==> src/rtl/fp32_pkg.sv <==
// Shared constants and state type for the single-precision normalise/round/pack back end.
package fp32_pkg;

  localparam int EXP_W   = 8;
  localparam int FRAC_W  = 23;
  localparam int MANT_W  = FRAC_W + 4;
  localparam int WORD_W  = 1 + EXP_W + FRAC_W;
  localparam int BIAS    = 127;
  localparam int EXP_INF = 255;

  // Mantissa layout, MSB first: {carry, hidden, frac, guard, sticky}
  localparam int STICKY_BIT = 0;
  localparam int GUARD_BIT  = 1;
  localparam int HIDDEN_BIT = MANT_W - 2;
  localparam int CARRY_BIT  = MANT_W - 1;

  typedef enum logic [1:0] {IDLE, SHIFT, ROUND, DONE} state_t;

endpackage

==> src/rtl/fp_norm_pack_if.sv <==
// Handshake bundle between the align/add stage, the normaliser and the result consumer.
interface fp_norm_pack_if;
  import fp32_pkg::*;

  logic                in_valid;
  logic                in_ready;
  logic                in_sign;
  logic [EXP_W:0]      in_exp;
  logic [MANT_W-1:0]   in_mant;
  logic                in_special;
  logic [WORD_W-1:0]   in_special_val;
  logic                out_valid;
  logic                out_ready;
  logic [WORD_W-1:0]   result;
  logic                overflow;
  logic                inexact;

  modport master (
    output in_valid, in_sign, in_exp, in_mant, in_special, in_special_val, out_ready,
    input  in_ready, out_valid, result, overflow, inexact
  );

  modport slave (
    input  in_valid, in_sign, in_exp, in_mant, in_special, in_special_val, out_ready,
    output in_ready, out_valid, result, overflow, inexact
  );

endinterface

==> src/rtl/fp_round_rne.sv <==
// Round-to-nearest-even of a normalised significand and packing into an IEEE-754 word.
module fp_round_rne
  import fp32_pkg::*;
(
  input  logic              sign,
  input  logic [EXP_W:0]    exp_in,
  input  logic [FRAC_W:0]   sig,
  input  logic              guard,
  input  logic              sticky,
  output logic [WORD_W-1:0] word,
  output logic              overflow,
  output logic              inexact
);

  logic                round_up;
  logic [FRAC_W+1:0]   sum;
  logic [EXP_W+1:0]    exp_r;
  logic                hidden_r;

  // NOTE: every output of a combinational block is assigned on every path, so no latch is inferred.
  always_comb begin
    round_up = guard & (sticky | sig[0]);
    sum      = {1'b0, sig} + {{(FRAC_W+1){1'b0}}, round_up};
    // A carry out of the significand leaves the fraction all-zero and bumps the exponent;
    // for a denormal the carry lands in the hidden bit instead and the exponent stays at 1.
    exp_r    = {1'b0, exp_in} + {{(EXP_W+1){1'b0}}, sum[FRAC_W+1]};
    hidden_r = sum[FRAC_W+1] | sum[FRAC_W];
    overflow = (exp_r >= (EXP_W+2)'(EXP_INF));
    inexact  = guard | sticky | overflow;
    if (overflow)
      word = {sign, {EXP_W{1'b1}}, {FRAC_W{1'b0}}};
    else
      word = {sign, (hidden_r ? exp_r[EXP_W-1:0] : {EXP_W{1'b0}}), sum[FRAC_W-1:0]};
  end

endmodule

==> src/rtl/fp_norm_pack.sv <==
// Sequential normaliser: one shift per clock, then RNE rounding and packing, one op in flight.
module fp_norm_pack
  import fp32_pkg::*;
(
  input  logic         clk,
  input  logic         rst,
  fp_norm_pack_if.slave bus
);

  localparam logic [EXP_W:0] EXP_ONE = 1;

  state_t              state;
  logic                sign_q;
  logic [EXP_W:0]      exp_q;
  logic [MANT_W-1:0]   mant_q;
  logic [WORD_W-1:0]   result_q;
  logic                ovf_q;
  logic                inx_q;

  logic [WORD_W-1:0]   rnd_word;
  logic                rnd_ovf;
  logic                rnd_inx;

  fp_round_rne u_round (
    .sign     (sign_q),
    .exp_in   (exp_q),
    .sig      (mant_q[HIDDEN_BIT:GUARD_BIT+1]),
    .guard    (mant_q[GUARD_BIT]),
    .sticky   (mant_q[STICKY_BIT]),
    .word     (rnd_word),
    .overflow (rnd_ovf),
    .inexact  (rnd_inx)
  );

  assign bus.in_ready  = (state == IDLE);
  assign bus.out_valid = (state == DONE);
  assign bus.result    = result_q;
  assign bus.overflow  = ovf_q;
  assign bus.inexact   = inx_q;

  // NOTE: all state is updated with non-blocking assignments so every register samples pre-edge values.
  always_ff @(posedge clk) begin
    if (rst) begin
      state    <= IDLE;
      sign_q   <= 1'b0;
      exp_q    <= '0;
      mant_q   <= '0;
      result_q <= '0;
      ovf_q    <= 1'b0;
      inx_q    <= 1'b0;
    end else begin
      case (state)
        IDLE: begin
          if (bus.in_valid) begin
            sign_q <= bus.in_sign;
            exp_q  <= bus.in_exp;
            mant_q <= bus.in_mant;
            ovf_q  <= 1'b0;
            inx_q  <= 1'b0;
            if (bus.in_special) begin
              result_q <= bus.in_special_val;
              state    <= DONE;
            end else if (bus.in_mant == '0) begin
              result_q <= '0;
              state    <= DONE;
            end else begin
              state <= SHIFT;
            end
          end
        end

        SHIFT: begin
          if (mant_q[CARRY_BIT]) begin
            // Right shift folds the old guard into sticky and the old frac lsb becomes guard.
            mant_q <= {1'b0, mant_q[CARRY_BIT:GUARD_BIT+1],
                       mant_q[GUARD_BIT] | mant_q[STICKY_BIT]};
            exp_q  <= exp_q + 1'b1;
            state  <= ROUND;
          end else if (mant_q[HIDDEN_BIT] || (exp_q <= EXP_ONE)) begin
            state <= ROUND;
          end else begin
            mant_q <= {mant_q[MANT_W-2:0], 1'b0};
            exp_q  <= exp_q - 1'b1;
          end
        end

        ROUND: begin
          result_q <= rnd_word;
          ovf_q    <= rnd_ovf;
          inx_q    <= rnd_inx;
          state    <= DONE;
        end

        DONE: begin
          if (bus.out_ready) state <= IDLE;
        end

        default: state <= IDLE;
      endcase
    end
  end

endmodule

==> src/flat_wrapper.sv <==
// flat-port wrapper written by rule: the top's interface ports become plain ports
module fp_norm_pack_flat import fp32_pkg::*;
  (clk, rst, bus_in_valid, bus_in_sign, bus_in_exp, bus_in_mant, bus_in_special, bus_in_special_val, bus_out_ready, bus_in_ready, bus_out_valid, bus_result, bus_overflow, bus_inexact);
  fp_norm_pack_if bus_i ();
  input  logic clk;
  input  logic rst;
  input wire logic [$bits(bus_i.in_valid)-1:0] bus_in_valid;
  input wire logic [$bits(bus_i.in_sign)-1:0] bus_in_sign;
  input wire logic [$bits(bus_i.in_exp)-1:0] bus_in_exp;
  input wire logic [$bits(bus_i.in_mant)-1:0] bus_in_mant;
  input wire logic [$bits(bus_i.in_special)-1:0] bus_in_special;
  input wire logic [$bits(bus_i.in_special_val)-1:0] bus_in_special_val;
  input wire logic [$bits(bus_i.out_ready)-1:0] bus_out_ready;
  output wire logic [$bits(bus_i.in_ready)-1:0] bus_in_ready;
  output wire logic [$bits(bus_i.out_valid)-1:0] bus_out_valid;
  output wire logic [$bits(bus_i.result)-1:0] bus_result;
  output wire logic [$bits(bus_i.overflow)-1:0] bus_overflow;
  output wire logic [$bits(bus_i.inexact)-1:0] bus_inexact;
  assign bus_i.in_valid = bus_in_valid;
  assign bus_i.in_sign = bus_in_sign;
  assign bus_i.in_exp = bus_in_exp;
  assign bus_i.in_mant = bus_in_mant;
  assign bus_i.in_special = bus_in_special;
  assign bus_i.in_special_val = bus_in_special_val;
  assign bus_i.out_ready = bus_out_ready;
  assign bus_in_ready = bus_i.in_ready;
  assign bus_out_valid = bus_i.out_valid;
  assign bus_result = bus_i.result;
  assign bus_overflow = bus_i.overflow;
  assign bus_inexact = bus_i.inexact;
  fp_norm_pack u_core (.clk(clk), .rst(rst), .bus(bus_i));
endmodule
==> config.mk <==
export PLATFORM = sky130hd
export DESIGN_NAME = fp_norm_pack_flat
export DESIGN_NICKNAME = d
export VERILOG_FILES = /design/src/rtl/fp32_pkg.sv /design/src/rtl/fp_norm_pack_if.sv /design/src/rtl/fp_round_rne.sv /design/src/rtl/fp_norm_pack.sv /design/src/flat_wrapper.sv
export SDC_FILE = /design/constraint.sdc
export NUM_CORES = 1
export LEC_CHECK = 0
export ABC_AREA = 1
export CAP_MARGIN = 20
export CORE_MARGIN = 3
export CORE_UTILIZATION = 53
export DETAILED_ROUTE_END_ITERATION = 10
export PLACE_DENSITY_LB_ADDON = 0.05
export SYNTH_ARGS = -nofsm -noshare
export SYNTH_HDL_FRONTEND = slang
export SYNTH_SLANG_ARGS = --single-unit
==> constraint.sdc <==
create_clock -name clk -period 3.2 [get_ports clk]
set_input_delay 0.64 -clock clk [delete_from_list [all_inputs] [get_ports clk]]
set_output_delay 0.64 -clock clk [all_outputs]
set_load 0.005 [all_outputs]
==> results of run 1 <==
==> logic make-up (layout without fill, tap and decap cells) <==
kind of cell               count (synthesis)  count (layout)  share of synthesized area
and+or+nand+nor                          525             525                      0.408
buffers and inverters                    174             273                      0.134
AOI/OAI and AO/OA                        129             129                      0.134
DFF                                       73              73                      0.266
xor gates and xnor gates                  21              21                     0.0348
adders and majority gates                 10              10                     0.0228
==> metrics by stage <==
stage | instance area [um^2] | setup WS (ns) | util | hold slack, ns | power (W)
floorplan | 5490 | 0.427 | - | 0.455 | 0.00355
global placement | 6630 | 0.145 | 0.669 | 0.455 | 0.00440
detailed placement | 6630 | -0.000553 | 0.669 | 0.452 | 0.00442
CTS | 6840 | 0.00789 | 0.690 | 0.464 | 0.00518
global route | 6980 | -0.0320 | 0.705 | 0.481 | 0.00573
finish | 6980 | 0.226 | 0.705 | 0.463 | 0.00528
==> worst paths after layout <==
kind / slack (ns) / cells after the start / endpoint / start
worst max-delay path: 0.23 / 21 / u_core.bus.result[27] / u_core.mant_q[3]
worst min-delay path: 0.46 / 2 / u_core.bus.result[31] / u_core.bus.result[31]
worst max register to register: 0.23 / 21 / u_core.bus.result[27] / u_core.mant_q[3]
worst min register to register: 0.46 / 2 / u_core.bus.result[31] / u_core.bus.result[31]
==> registers in the layout, summed over array words and instances (netlist names) <==
name and flops:
u_core.bus.result 32, u_core.mant_q 27, u_core.exp_q 9, u_core.state 2, u_core.bus.inexact 1, u_core.bus.overflow 1
u_core.sign_q 1
==> critical path, stage by stage (launching register included) <==
cell       delay [ns]
dfxtp_1          0.46
ha_4             0.18
nand2_1          0.08
inv_2            0.09
nand3_4          0.08
nor2_4           0.14
nand3_2          0.10
nor3_2           0.20
ha_2             0.25
ha_4             0.16
nand3_4          0.09
inv_2            0.09
nand2_2          0.06
nor2_1           0.09
nand3_1          0.08
nand2_2          0.11
inv_2            0.07
nor2_8           0.16
clkbuf_16        0.19
nand2_2          0.05
nand2_1          0.08
a21oi_2          0.07
==> metal layers <==
| metal | up-vias | global-route usage |
|---|---|---|
| met5 | - | 0 |
| met4 | 0 | 0.0667 |
| met3 | 23 | 0.0414 |
| met2 | 191 | 0.497 |
| met1 | 2708 | 0.354 |
| li1 | 3092 | - |
==> timing repair <==
item                       4_1_cts  5_1_grt
setup buffers                    0        2
pin swaps                        0        5
setup endpoints to repair        9       33
gates cloned                     0        3
gates resized for setup          4       16
==> cell usage after synthesis, types with 6 or more instances <==
| cell type | count | share of area |
|---|---|---|
| nor3_1 | 26 | 0.024 |
| ha_1 | 10 | 0.023 |
| dfxtp_1 | 73 | 0.27 |
| nand4_1 | 11 | 0.013 |
| o21ai_1 | 6 | 0.0055 |
| nand2_2 | 8 | 0.0091 |
| nand3_2 | 11 | 0.020 |
| buf_2 | 13 | 0.012 |
| o21ai_0 | 49 | 0.045 |
| xor2_1 | 19 | 0.030 |
| a21oi_2 | 8 | 0.013 |
| inv_1 | 125 | 0.085 |
| clkbuf_1 | 17 | 0.012 |
| nand2_1 | 231 | 0.16 |
| o22ai_1 | 21 | 0.024 |
| a21oi_1 | 37 | 0.034 |
| nor2_1 | 190 | 0.13 |
| nand3_1 | 35 | 0.032 |
==> area by class of cell <==
cell class,count,area [um^2],area share
clock buffers,11,141,0.0202
clock inverters,5,55.1,0.00788
inverters,130,488,0.0699
multi-input cells,685,3380,0.484
flip-flops and latches,73,1460,0.210
well taps,133,166,0.0238
repair buffers,127,1290,0.185
==> report_power, final <==
part / switching (W) / leakage [nW] / internal, W / total [W]
sequential: 0.000379 / 0.602 / 0.00125 / 0.00162
clock: 0.000359 / 0.0953 / 0.000379 / 0.000738
combinational: 0.00176 / 2.37 / 0.00116 / 0.00292
total: 0.00249 / 3.07 / 0.00279 / 0.00528
==> flow_summary.json, run 1 <==
{
  "synth_area_mm2": 0.00549,
  "hold_class": "reg -> reg",
  "cp-start-kind": "register",
  "layout_commonest_cell": "nand2_1",
  "drtPass1Iterations": 5,
  "synthCells": 932,
  "fin_cells": 1164,
  "nFillCells": 942,
  "grtUsageTotal": 0.280,
  "setup_viol": 0,
  "synth.avg_cell_area_um2": 5.89,
  "finalHoldViolations": 0,
  "cts-root-buf": "clkbuf_8",
  "antenna_found_initial": 0,
  "clock-sinks": 73,
  "postRouteAntennaNets": 0,
  "grt-ovfl-total": 0,
  "io_pins": 110,
  "path_class": "reg -> reg",
  "clk_pin_slew_worst_paths_ns": 0.08,
  "initialDrtViolationCount": 511,
  "routedWlPerCell_um": 14.1,
  "drv_slew": 0,
  "initial_core_util": 0.554,
  "gp_congestion": 0.961,
  "dp_cells": 1143,
  "rows": 36,
  "p_leak_nw": 3.07,
  "core_mm2": 0.00991,
  "drt-vias-per-instance": 5.17,
  "cts_hold_buf": 0,
  "wl_met3_um": 793,
  "fmax_ghz": 0.336,
  "drive_above_1_share": 0.0941,
  "maxCapViolCount": 0,
  "peakVddDrop_mv": 0.610,
  "p_per_area_mw_per_mm2": 756,
  "crit_fanout": 6,
  "worstPathRequired_ns": 3.44,
  "drc_errors": 0,
  "die_x_um": 108,
  "tritoncts": "done",
  "cp_data_arrival_time_ns": 3.21,
  "finalCriticalPeriod_ns": 2.97,
  "cts_buffer_depth": 2,
  "grt_pass1_vias": 5596,
  "syn_nets": 1016,
  "cts_buffers": 9,
  "period_share": 0.930,
  "drt_wl_total_um": 16400,
  "die_y_um": 108,
  "async_flop_share": 0,
  "grt_max_degree": 65,
  "fin_tns_setup_ns": 0,
  "worstSetupEndpointType": "register",
  "ys_types": 39,
  "dieArea_mm2": 0.0116,
  "vias": 6014,
  "synth_warnings": 0,
  "final_cell_mix": "229 x nand2_1, 189 x nor2_1, 123 x inv_1",
  "area_growth_pct": 27.1,
  "synth_edf_count": 0,
  "worstMarginPinSlew_ns": 0.836,
  "wl_met1_um": 7180,
  "antenna_cells": 0,
  "outcome": "finished, final reports clean",
  "skew_ns": 0.00901,
  "slew_headroom": 0.442,
  "wl_met2_um": 8100,
  "synthFlopType": "dfxtp_1",
  "place_hpwl_um": 11800,
  "port_buffers": 109,
  "yosysSeqAreaShare": 0.266,
  "htreeDepth": 3,
  "synth-seq-cells": 73,
  "highest_layer": "met4",
  "clk_latency_ns": 0.35,
  "nets": 1110,
  "grt_pass1_wl_um": 26400
}
Power figures use the tool's default switching activity.
==> inputs of run 2 (changes only) <==
CTS_CLUSTER_SIZE = 8   (was default)
==> results of run 2 <==
The final DEF is identical to that of run 1; final timing and power are the same.
